## src/rtl/oc8051_pt_pkg.sv

```systemverilog
// Shared constants, state encoding and bus payload for the page-table loader.
package oc8051_pt_pkg;

  localparam logic [15:0] PT_WR_BASE = 16'hFF80;
  localparam logic [15:0] PT_RD_BASE = 16'hFFA0;
  localparam logic [15:0] IA_BASE    = 16'hFFC0;
  localparam int unsigned PT_BYTES   = 64;

  localparam int unsigned IDX_W  = 6;
  localparam int unsigned CNT_W  = 7;
  localparam int unsigned WAIT_W = 4;

  typedef enum logic [2:0] {
    ST_IDLE,
    ST_SRC_RD,
    ST_PT_WR,
    ST_PT_VFY,
    ST_DONE,
    ST_ERR
  } state_t;

  // One page-table bus request.
  typedef struct packed {
    logic        stb;
    logic        wr;
    logic        priv;
    logic [15:0] addr;
    logic [7:0]  data;
  } pt_bus_t;

endpackage

```

## src/rtl/oc8051_pt_bus_mux.sv

```systemverilog
// Page-table bus arbiter: loader owns the bus while loading, CPU otherwise.
module oc8051_pt_bus_mux
  import oc8051_pt_pkg::*;
(
  input  logic    i_own,
  input  pt_bus_t i_ldr,
  input  pt_bus_t i_cpu,
  input  logic    i_pt_ack,
  output pt_bus_t o_pt_c,
  output logic    o_cpu_ack_c,
  output logic    o_cpu_stall_c
);

  // Select bus master and generate CPU handshake.
  always_comb begin
    o_pt_c        = i_ldr;
    o_cpu_ack_c   = 1'b0;
    o_cpu_stall_c = 1'b0;
    if (i_own) begin
      o_cpu_stall_c = i_cpu.stb;
    end else begin
      o_pt_c      = i_cpu;
      o_cpu_ack_c = i_pt_ack;
    end
  end

endmodule

```

## src/rtl/oc8051_pt_loader.sv

```systemverilog
// Page-table permission loader: copies NUM_BYTES from the boot source into
// the page-table registers. Define PT_LOADER_VERIFY_EN to read back and
// compare every byte after it is written.
module oc8051_pt_loader
  import oc8051_pt_pkg::*;
#(
  parameter logic [15:0] SRC_BASE    = 16'h0000,
  parameter logic [15:0] PT_BASE     = PT_WR_BASE,
  parameter int unsigned NUM_BYTES   = PT_BYTES,
  parameter int unsigned ACK_TIMEOUT = 15
) (
  input  logic              i_clk,
  input  logic              i_rst,
  input  logic              i_start,
  input  logic              i_auto_start,
  output logic              o_src_stb,
  output logic [15:0]       o_src_addr,
  input  logic              i_src_ack,
  input  logic [7:0]        i_src_data,
  output logic              o_pt_stb,
  output logic              o_pt_wr,
  output logic [15:0]       o_pt_addr,
  output logic [7:0]        o_pt_data,
  output logic              o_pt_priv,
  input  logic              i_pt_ack,
  input  logic [7:0]        i_pt_rdata,
  input  logic              i_cpu_stb,
  input  logic              i_cpu_wr,
  input  logic              i_cpu_priv,
  input  logic [15:0]       i_cpu_addr,
  input  logic [7:0]        i_cpu_data,
  output logic              o_cpu_ack,
  output logic              o_cpu_stall,
  output logic              o_busy,
  output logic              o_done,
  output logic              o_err,
  output logic [CNT_W-1:0]  o_count
);

  state_t              r_state, w_state_nxt;
  logic [IDX_W-1:0]    r_idx, w_idx_nxt;
  logic [CNT_W-1:0]    r_count, w_count_nxt;
  logic [7:0]          r_byte, w_byte_nxt;
  logic [WAIT_W-1:0]   r_wait, w_wait_nxt;
  logic                r_done, w_done_nxt;
  logic                r_err, w_err_nxt;
  logic                r_auto;
  logic                r_busy;
  logic                r_src_stb;
  logic [15:0]         r_src_addr;
  pt_bus_t             r_ldr;
  logic                w_go, w_adv, w_tmo;
  logic                w_in_wr, w_in_vfy;
  pt_bus_t             w_cpu, w_pt;

`ifndef PT_LOADER_VERIFY_EN
  logic [7:0] w_unused_rdata;
  assign w_unused_rdata = i_pt_rdata;
`endif

  // Next-state, index, counter and status computation.
  always_comb begin
    w_state_nxt = r_state;
    w_idx_nxt   = r_idx;
    w_count_nxt = r_count;
    w_byte_nxt  = r_byte;
    w_wait_nxt  = r_wait;
    w_done_nxt  = r_done;
    w_err_nxt   = r_err;
    w_go        = 1'b0;
    w_adv       = 1'b0;
    w_tmo       = 1'b0;
    case (r_state)
      ST_IDLE, ST_DONE, ST_ERR: begin
        w_go = i_start || ((r_state == ST_IDLE) && r_auto);
      end
      ST_SRC_RD: begin
        if (i_src_ack) begin
          w_byte_nxt  = i_src_data;
          w_state_nxt = ST_PT_WR;
          w_wait_nxt  = '0;
        end else begin
          w_tmo = 1'b1;
        end
      end
      ST_PT_WR: begin
        if (i_pt_ack) begin
`ifdef PT_LOADER_VERIFY_EN
          w_state_nxt = ST_PT_VFY;
          w_wait_nxt  = '0;
`else
          w_adv = 1'b1;
`endif
        end else begin
          w_tmo = 1'b1;
        end
      end
`ifdef PT_LOADER_VERIFY_EN
      ST_PT_VFY: begin
        if (i_pt_ack) begin
          if (i_pt_rdata == r_byte) begin
            w_adv = 1'b1;
          end else begin
            w_state_nxt = ST_ERR;
            w_err_nxt   = 1'b1;
          end
        end else begin
          w_tmo = 1'b1;
        end
      end
`endif
      default: w_state_nxt = ST_IDLE;
    endcase

    // A new load clears all status from the previous one.
    if (w_go) begin
      w_state_nxt = ST_SRC_RD;
      w_idx_nxt   = '0;
      w_count_nxt = '0;
      w_wait_nxt  = '0;
      w_done_nxt  = 1'b0;
      w_err_nxt   = 1'b0;
    end

    // Byte committed: step to the next source byte or finish.
    if (w_adv) begin
      w_idx_nxt   = r_idx + IDX_W'(1);
      w_count_nxt = r_count + CNT_W'(1);
      w_wait_nxt  = '0;
      if (r_idx == IDX_W'(NUM_BYTES - 1)) begin
        w_state_nxt = ST_DONE;
        w_done_nxt  = 1'b1;
      end else begin
        w_state_nxt = ST_SRC_RD;
      end
    end

    // Missing ack: count, then abort; already-written bytes stay in place.
    if (w_tmo) begin
      if (r_wait == WAIT_W'(ACK_TIMEOUT - 1)) begin
        w_state_nxt = ST_ERR;
        w_err_nxt   = 1'b1;
      end else begin
        w_wait_nxt = r_wait + WAIT_W'(1);
      end
    end
  end

  assign w_in_wr  = (w_state_nxt == ST_PT_WR);
  assign w_in_vfy = (w_state_nxt == ST_PT_VFY);

  // State register and registered bus/status outputs.
  always_ff @(posedge i_clk) begin
    if (!i_rst) begin
      r_state    <= ST_IDLE;
      r_idx      <= '0;
      r_count    <= '0;
      r_byte     <= '0;
      r_wait     <= '0;
      r_done     <= 1'b0;
      r_err      <= 1'b0;
      r_auto     <= i_auto_start;
      r_busy     <= 1'b0;
      r_src_stb  <= 1'b0;
      r_src_addr <= '0;
      r_ldr      <= '0;
    end else begin
      r_state    <= w_state_nxt;
      r_idx      <= w_idx_nxt;
      r_count    <= w_count_nxt;
      r_byte     <= w_byte_nxt;
      r_wait     <= w_wait_nxt;
      r_done     <= w_done_nxt;
      r_err      <= w_err_nxt;
      if (w_go) r_auto <= 1'b0;
      r_busy     <= (w_state_nxt == ST_SRC_RD) || w_in_wr || w_in_vfy;
      r_src_stb  <= (w_state_nxt == ST_SRC_RD);
      r_src_addr <= (w_state_nxt == ST_SRC_RD) ? (SRC_BASE + 16'(w_idx_nxt)) : '0;
      r_ldr.stb  <= w_in_wr || w_in_vfy;
      r_ldr.wr   <= w_in_wr;
      r_ldr.priv <= w_in_wr || w_in_vfy;
      r_ldr.addr <= (w_in_wr || w_in_vfy) ? (PT_BASE + 16'(w_idx_nxt)) : '0;
      r_ldr.data <= w_in_wr ? w_byte_nxt : '0;
    end
  end

  assign w_cpu = '{stb: i_cpu_stb, wr: i_cpu_wr, priv: i_cpu_priv,
                   addr: i_cpu_addr, data: i_cpu_data};

  // The loader also claims the bus in the cycle a start is accepted.
  oc8051_pt_bus_mux u_mux (
    .i_own         (r_busy || w_go),
    .i_ldr         (r_ldr),
    .i_cpu         (w_cpu),
    .i_pt_ack      (i_pt_ack),
    .o_pt_c        (w_pt),
    .o_cpu_ack_c   (o_cpu_ack),
    .o_cpu_stall_c (o_cpu_stall)
  );

  assign o_pt_stb   = w_pt.stb;
  assign o_pt_wr    = w_pt.wr;
  assign o_pt_priv  = w_pt.priv;
  assign o_pt_addr  = w_pt.addr;
  assign o_pt_data  = w_pt.data;
  assign o_src_stb  = r_src_stb;
  assign o_src_addr = r_src_addr;
  assign o_busy     = r_busy;
  assign o_done     = r_done;
  assign o_err      = r_err;
  assign o_count    = r_count;

endmodule

```

## config.mk

```make
export PLATFORM = sky130hd
export DESIGN_NAME = oc8051_pt_loader
export DESIGN_NICKNAME = d
export VERILOG_FILES = /design/src/rtl/oc8051_pt_pkg.sv /design/src/rtl/oc8051_pt_bus_mux.sv /design/src/rtl/oc8051_pt_loader.sv
export SDC_FILE = /design/constraint.sdc
export NUM_CORES = 1
export LEC_CHECK = 0
export BUFFER_PORTS_ARGS = -buffer_cell sky130_fd_sc_hd__buf_4
export CORE_UTILIZATION = 40
export DETAILED_ROUTE_END_ITERATION = 16
export PLACE_DENSITY = 0.77
export SLEW_MARGIN = 20
export SYNTH_ARGS = -nofsm -noshare
export SYNTH_HDL_FRONTEND = slang
export SYNTH_SLANG_ARGS = --single-unit
```

## constraint.sdc

```tcl
create_clock -name i_clk -period 3.7 [get_ports i_clk]
set_input_delay 0.555 -clock i_clk [delete_from_list [all_inputs] [get_ports i_clk]]
set_output_delay 0.555 -clock i_clk [all_outputs]
set_load 0.05 [all_outputs]
```

**Word-level counts from Yosys, hierarchy flattened**

Cells that the tools add are included.

- Bits in registers: 75
- Output and inout port bits: 56
- Bits of input ports: 49

- Mux-type cells: 36
- Add/sub/neg operators: 4
- Eq/ne operators: 10
- Reductions and logical operators: 13

Operators with widths:

| operator | number |
|---|---|
| 2-to-1 mux 27 bit | 1 |
| 2-to-1 mux 4 bit | 6 |
| 2-to-1 mux 3 bit | 6 |
| 2-to-1 mux 8 bit | 2 |
| 2-to-1 mux 1 bit | 15 |
| 2-to-1 mux 7 bit | 2 |
| 2-to-1 mux 6 bit | 2 |
| adder 8 x 7 -> 9 bit (first input constant) | 1 |
| == test 3 x 2 -> 1 bit (second input constant) | 3 |
| adder 7 x 1 -> 7 bit (second input constant) | 1 |
| adder 6 x 1 -> 6 bit (second input constant) | 1 |
| == test 3 x 1 -> 1 bit (second input constant) | 2 |
| == test 3 bit (second input constant) | 2 |
| == test 6 bit (second input constant) | 1 |
| one-hot mux 3 bit (2 select lines) | 1 |
| AND reduction 2 bit | 3 |
| logical OR 1 bit | 5 |
| adder 4 x 1 -> 4 bit (second input constant) | 1 |
| == test 4 bit (second input constant) | 1 |
| OR reduction 4 bit | 1 |
| zero test 3 bit | 1 |
| OR reduction 3 bit | 1 |
| != test 2 x 1 -> 1 bit (second input constant) | 1 |
| one-hot mux 1 bit (2 select lines) | 1 |
| other kinds (2) | 2 |

**Longest topological paths before layout**

Gate-level depths: netlist (run 1).

- Word-level depth: 11
- Mapped depth: 8
- Gate-level depth less buffers: 7

**Hierarchy**

A second synthesis (run 1) with hierarchy kept.

- Cells, all modules: 271
- Area, all modules: 2581.2 um2

Modules (own cells, without submodules):

| module | area each (um2) | times used | cells an instance | seq. area each (um2) |
|---|---|---|---|---|
| oc8051_pt_loader | 2207.1 | 1 | 239 | 1131.1 |
| oc8051_pt_bus_mux | 374.1 | 1 | 32 | 0.0 |

**Least setup slack after synthesis (run 1)**

Ideal clock, no wire load.

- Kind: input port to output port
- Start: input port i_start
- End: output port o_cpu_stall
- Required time: 3.145 ns
- Cell stages on the path: 4
- Buffers on the path: 1
- Slack: 1.350 ns
- Data arrival time: 1.795 ns
- Cells stage by stage: o221ai_1 and2b_1 buf_4 nor2b_1

- Word-level cells in the longest chain between the ends: 4

RTL lines:

| item | line | text |
|---|---|---|
| from (decl) | oc8051_pt_loader.sv:14 | `input logic i_start,` |
| logical OR 1 bit | oc8051_pt_loader.sv:75 | `w_go = i_start \|\| ((r_state == ST_IDLE) && r_auto);` |
| 2-to-1 mux 1 bit | oc8051_pt_loader.sv:73 | `case (r_state)` |
| logical OR 1 bit | oc8051_pt_loader.sv:192 | `.i_own (r_busy \|\| w_go),` |
| 2-to-1 mux 1 bit | oc8051_pt_bus_mux.sv:19 | `if (i_own) begin` |
| to (decl) | oc8051_pt_loader.sv:33 | `output logic o_cpu_stall,` |

Every way passes these cells.

**Worst setup path in the final report (run 1)**

- Start: register r_state[0]
- End: output port o_pt_addr[13]

- Word-level cells in the longest chain between the ends: 6

RTL lines:

| item | line | text |
|---|---|---|
| from (decl) | oc8051_pt_loader.sv:40 | `state_t r_state, w_state_nxt;` |
| from (signal assigned) | oc8051_pt_loader.sv:168 | `r_state <= w_state_nxt;` |
| parallel branches: the longest is 3 deep, another holds == test 3 bit | n/a |  |
| 2-to-1 mux 1 bit * | oc8051_pt_loader.sv:73 |  |
| logical OR 1 bit * | oc8051_pt_loader.sv:192 |  |
| 2-to-1 mux 27 bit * | oc8051_pt_bus_mux.sv:19 |  |
| to (decl) | oc8051_pt_loader.sv:22 | `output logic [15:0] o_pt_addr,` |

Mark *: on every way between the ends.

==> flow_summary.ini, run 1 <==
[clocking]
clk_pin_slew_ns = 0.10
numCtsBuffers = 5
htreeDepth = 2
post_cts_buffers = 0
clock-sinks = 56
root_buffer = clkbuf_8
clk_latency_ns = 0.31
post_cts_resized = 0
ctsHoldBuffers = 0
cts_tree = built
cts_buffer_depth = 2

[synth]
ys_ff_latch = 56
synth_area_mm2 = 0.00243
synth_top_area_cell = dfxtp_1
ys_seq_area_share_pct = 46.5
synth_top_area_share_pct = 45.2
syn-instance-count = 262
ys_types = 45
synth_area_per_cell_um2 = 9.29
yosysWarningCount = 0
yosys-top-cells-area = dfxtp_1 (45%), mux2_2 (7.4%), nor2_1 (7.4%)

[global_routing]
antenna_found_initial = 0
grt_pass1_vias = 1854
grt_max_degree = 23
grt_pass1_wl_um = 8180
overflow = 0
grt.total_usage_pct = 16.4
grt-busiest-layer = met2
met2_usage_pct = 29.2
met1_usage_pct = 18.8
use_met3_pct = 4.23

[final_layout]
final_cell_mix = buf_4 (90), dfxtp_1 (55), nor2_1 (48), mux2_2 (16), nand2_1 (15)
instances_no_fill = 421
fillCellCount = 569
nets = 398
drive_gt1_share_pct = 34.4
final_common_cell = buf_4
synthToLayoutAreaGrowth_pct = 30.8
fin_util_pct = 54.1
diodes = 0

[power]
power_leakage_nw = 1.49
clockPowerShare_pct = 23.4
peakVddDrop_mv = 0.254
seqPwrFrac_pct = 44.9
p_sw_share_pct = 35.4
p_int_w = 0.000909
net-switching-power_w = 0.000498
p_comb_share_pct = 31.7
p_per_area_mw_per_mm2 = 442

[sta]
fin_tns_setup_ns = 0
rsz0062_at_grt = no
hold_ws_ns = 0.466
fin_crit_ns = 3.04
finalCritPeriodShare_pct = 82.2
timing_hold_violations_final = 0
setup_viol = 0
finalMaxSlewViolations = 0
relSlewSlack_pct = 40.3
fin_ws_ns = 0.660
skew_ns = 0.00474
fmaxAchievable_mhz = 329
worst_slew_pin_slew_ns = 0.896

[floorplan]
die_area_mm2 = 0.00640
start_util_pct = 41.3
die_w_um = 80
die_h_um = 80
fp-row-count = 28
core_area_mm2 = 0.00589
ios = 105

[worst_setup_path]
worstSetupPathType = flop to output pin
cp-end-kind = output pin
rrSetupSlack_ns = 1.59
r2r_cells = 5
path_delay_family = simple AND/OR/NAND/NOR gates
path_max_fanout = 18
path_cells = inv_1 > o221ai_1 > and2b_1 > nor2b_1 > a21o_1 > buf_4
crit_buf_inv = 2
cp-endpoint = o_pt_addr[13]
arrival_ns = 2.48
critPathLaunch = r_state[0]$_SDFF_PN0_
rr_endpoint = o_busy$_SDFF_PN0_
cp.depth = 6
max_stage_delay_ns = 0.64
reg2reg_from = r_state[1]$_SDFF_PN0_
cp-start-kind = flop
slowest_stage = and2b_1
required_ns = 3.14

[place]
post-place-cells = 413
place_ws_ns = 0.821
gp_congestion = 0.870
numPortBuffers = 86
hpwl_um = 3800

[detailed_routing]
initialDrtViolationCount = 90
drtAntennaViolNets = 0
drc = 0
route.vias.total = 2038
dr.pass1.iters = 4
drt-wirelength-per-cell_um = 12.4
wirelength_um = 5230
via_per_inst = 4.84

[run]
drv_cap = 0

[run_status]
outcome = finished clean

[worst_hold_path]
hp-class = flop to flop
power by group through the flow:
stage               Clock [W]  Combinational [W]  Sequential, W
finish               0.000329           0.000447       0.000631
floorplan                   0           0.000321       0.000656
global placement            0           0.000444       0.000645
global route         0.000368           0.000472       0.000633
detailed placement          0           0.000450       0.000645
CTS                  0.000337           0.000450       0.000631
routing by layer:
metal  share of wire, %  up-vias
met2                 50       76
met1                 42      931
met5                  0        -
met3                7.4        6
met4                1.2        0
li1                   -     1025
kinds of logic after synthesis:
kind of cell	after synthesis	synth area share [%]
compound gates	42	11.8
xor+xnor	3	1.08
fa+ha+maj	4	2.06
buf+inv	34	7.81
flops	56	46.5
mux	24	10.7
other cells	1	0.154
simple gates	98	19.9
worst min path at each step:
stage | startpoint | endpoint | slack (ns) | depth (start not counted)
3_5_place_dp | o_err$_SDFF_PN0_ | o_err$_SDFF_PN0_ | 0.45 | 2
4_1_cts | o_err$_SDFF_PN0_ | o_err$_SDFF_PN0_ | 0.47 | 2
6_report | o_err$_SDFF_PN0_ | o_err$_SDFF_PN0_ | 0.47 | 2
3_3_place_gp | o_err$_SDFF_PN0_ | o_err$_SDFF_PN0_ | 0.45 | 2
2_1_floorplan | r_wait[3]$_SDFF_PN0_ | r_wait[3]$_SDFF_PN0_ | 0.44 | 1
5_1_grt | i_src_data[1] | r_ldr[1]$_SDFF_PN0_ | 0.50 | 3
per-stage QoR:
| step | instance area [um2] | total power, W |
|---|---|---|
| 4_1_cts | 3180 | 0.00142 |
| 3_3_place_gp | 3090 | 0.00109 |
| 2_1_floorplan | 2470 | 0.000976 |
| 6_report | 3180 | 0.00141 |
| 3_5_place_dp | 3090 | 0.00110 |
| 5_1_grt | 3180 | 0.00147 |
synthesized netlist by cell type (all sizes together):
master   instances
edfxtp           1
xnor2            2
nor2            48
mux2            16
conb             1
a2bb2oi          1
or3              2
nand3b           1
mux2i            8
o2111ai          1
nand4bb          1
clkbuf           5
o31a             1
or2              1
nor2b            4
buf             18
a21oi           11
o221ai           2
dfxtp           55
nor4bb           1
nand2           15
and3             3
a21o             9
ha               4
and2b            1
and4bb           1
a31oi            2
nor3             2
o21a             3
nand3            6
inv             11
o211ai           6
xor2             1
and2             4
nand2b           3
nor3b            2
and4             1
o21ai            6
nand4            2
state kept, by name, summed over array words and instances, names as in the netlist:
name        cells
r_state         3
r_auto          1
o_src_stb       1
o_err           1
o_src_addr      6
r_idx           6
r_byte          8
r_ldr          17
o_done          1
r_wait          4
o_count         7
o_busy          1
worst register-to-register path, cell delays in order, from the launching register on:
cell       delay [ns]
dfxtp_1          0.49
nand4bb_1        0.42
or2_1            0.42
o211ai_1         0.22
nand2b_1         0.34
nand2_1          0.09
area by class of cell:
class	instances	area, um2	share of cell area (%)
inverters	11	41.3	1.30
multi-input cells	181	1150	36.2
clock buffers	6	72.6	2.28
well taps	75	93.8	2.95
flip-flops and latches	56	1130	35.5
clock inverters	2	16.3	0.511
repair buffers	90	676	21.2
No activity file was read; power rests on OpenSTA's default activity.
==> inputs of run 2 (changes only) <==
- clock period: 3.7 -> 2.9 ns (I/O delays scaled with it)
==> run 2 against run 1 <==
Compared with the run above:
- clock power up 28%
- largest cell class unchanged
- critical endpoint is now o_pt_addr[2]
- die area unchanged
- sequential share of layout area down 0.21 points
==> flow_summary.ini, run 2 (synthesized netlist as in run 1, its figures left out) <==
[final_layout]
fillCellCount = 559
multi_input_area_mm2 = 0.00115
drive_gt1_share_pct = 34.6
final_common_cell = buf_4
diodes = 0
largest_reg_flops = 17
nets = 399
regMostFlops = r_ldr
final_cell_mix = buf_4 (90), dfxtp_1 (55), nor2_1 (48), mux2_2 (16), nand2_1 (15)
regArea_mm2 = 0.00113
synthToLayoutAreaGrowth_pct = 31.6

[sta]
rsz0062_at_grt = no
timing_hold_violations_final = 0
relSlewSlack_pct = 45.2
finalCritPeriodShare_pct = 93.3
worst_slew_pin_slew_ns = 0.822
fin_ws_ns = 0.194
fmaxAchievable_mhz = 370
fin_tns_setup_ns = 0
setup_viol = 0
fin_crit_ns = 2.71
hold_ws_ns = 0.381
skew_ns = 0.0108
finalMaxSlewViolations = 0

[clocking]
clk_latency_ns = 0.31
clock-sinks = 56
post_cts_resized = 0
post_cts_buffers = 0
ctsHoldBuffers = 0
htreeDepth = 2
clk_pin_slew_ns = 0.10
numCtsBuffers = 5
cts_tree = built
cts_buffer_depth = 2
root_buffer = clkbuf_8

[worst_setup_path]
arrival_ns = 2.27
path_delay_family = simple AND/OR/NAND/NOR gates
path_cells = nor2b_1 > o221ai_1 > and2b_1 > buf_12 > mux2_2 > buf_4
max_stage_delay_ns = 0.48
cp-start-kind = flop
crit_buf_inv = 2
slowest_stage = dfxtp_1
cp-end-kind = output pin
required_ns = 2.47
path_max_fanout = 13
worstSetupPathType = flop to output pin

[run]
drv_cap = 0

[floorplan]
die_h_um = 80
core_area_mm2 = 0.00589
die_area_mm2 = 0.00640
fp-row-count = 28
ios = 105
die_w_um = 80
start_util_pct = 41.3

[global_routing]
grt_max_degree = 23
overflow = 0
grt_pass1_vias = 1747
met1_usage_pct = 16.6
grt-busiest-layer = met2
grt.total_usage_pct = 15.6
grt_pass1_wl_um = 7700
antenna_found_initial = 0
met2_usage_pct = 28.7
use_met3_pct = 4.23

[place]
place_ws_ns = 0.527
hpwl_um = 3790
numPortBuffers = 86
gp_congestion = 0.880

[detailed_routing]
initialDrtViolationCount = 82
dr.pass1.iters = 4
drt-wirelength-per-cell_um = 12.3
via_per_inst = 4.88
route.vias.total = 2060
wirelength_um = 5210
drc = 0
drtAntennaViolNets = 0

[power]
p_per_area_mw_per_mm2 = 564
power_leakage_nw = 1.51
peakVddDrop_mv = 0.316

[run_status]
outcome = finished clean

[worst_hold_path]
hp-class = input port to flop
-- run 2: path summary, 6_finish.rpt --
kind / start / to / depth (start not counted) / slack (ns)
worst min-delay path: i_src_data[2] / r_byte[2]$_SDFF_PN0_ / 3 / 0.38
worst min register to register: o_err$_SDFF_PN0_ / o_err$_SDFF_PN0_ / 2 / 0.47
worst max-delay path: r_state[2]$_SDFF_PN0_ / o_pt_addr[2] / 6 / 0.19
worst max register to register: r_state[1]$_SDFF_PN0_ / o_busy$_SDFF_PN0_ / 5 / 0.79
-- run 2: report_power, final --
part	internal, W	switching [W]	leakage [nW]
clock network	0.000173	0.000247	0.0457
registers	0.000792	0.0000122	0.456
logic	0.000205	0.000376	1.00
-- run 2: layer usage --
layer / wire, um / part of all wire, % / vias up
met5: 0 / 0 / -
met1: 2110 / 40 / 938
li1: - / - / 1034
met2: 2650 / 51 / 78
met3: 360 / 6.9 / 10
met4: 89 / 1.7 / 0
-- run 2: stage by stage --
stage          utilization (%)  power [W]  cell area (um2)  cells
6_report                  54.4    0.00181             3200    422
2_1_floorplan                -    0.00125             2470    271
5_1_grt                   54.4    0.00188             3200    422
3_3_place_gp              52.9    0.00140             3110    414
3_5_place_dp              52.9    0.00141             3110    414
4_1_cts                   54.4    0.00182             3200    422
-- run 2: final cells by class --
type	count	share of cell area, %
tap	75	2.93
clock buffer	6	2.27
clock inverter	2	0.469
multi-input combinational	181	36.0
inverter	11	1.29
sequential	56	35.3
timing repair buffer	91	21.7
-- run 2: worst min-delay path: stages --
cell and delay, ns:
buf_4 0.08, mux2i_1 0.07, nor2_1 0.08
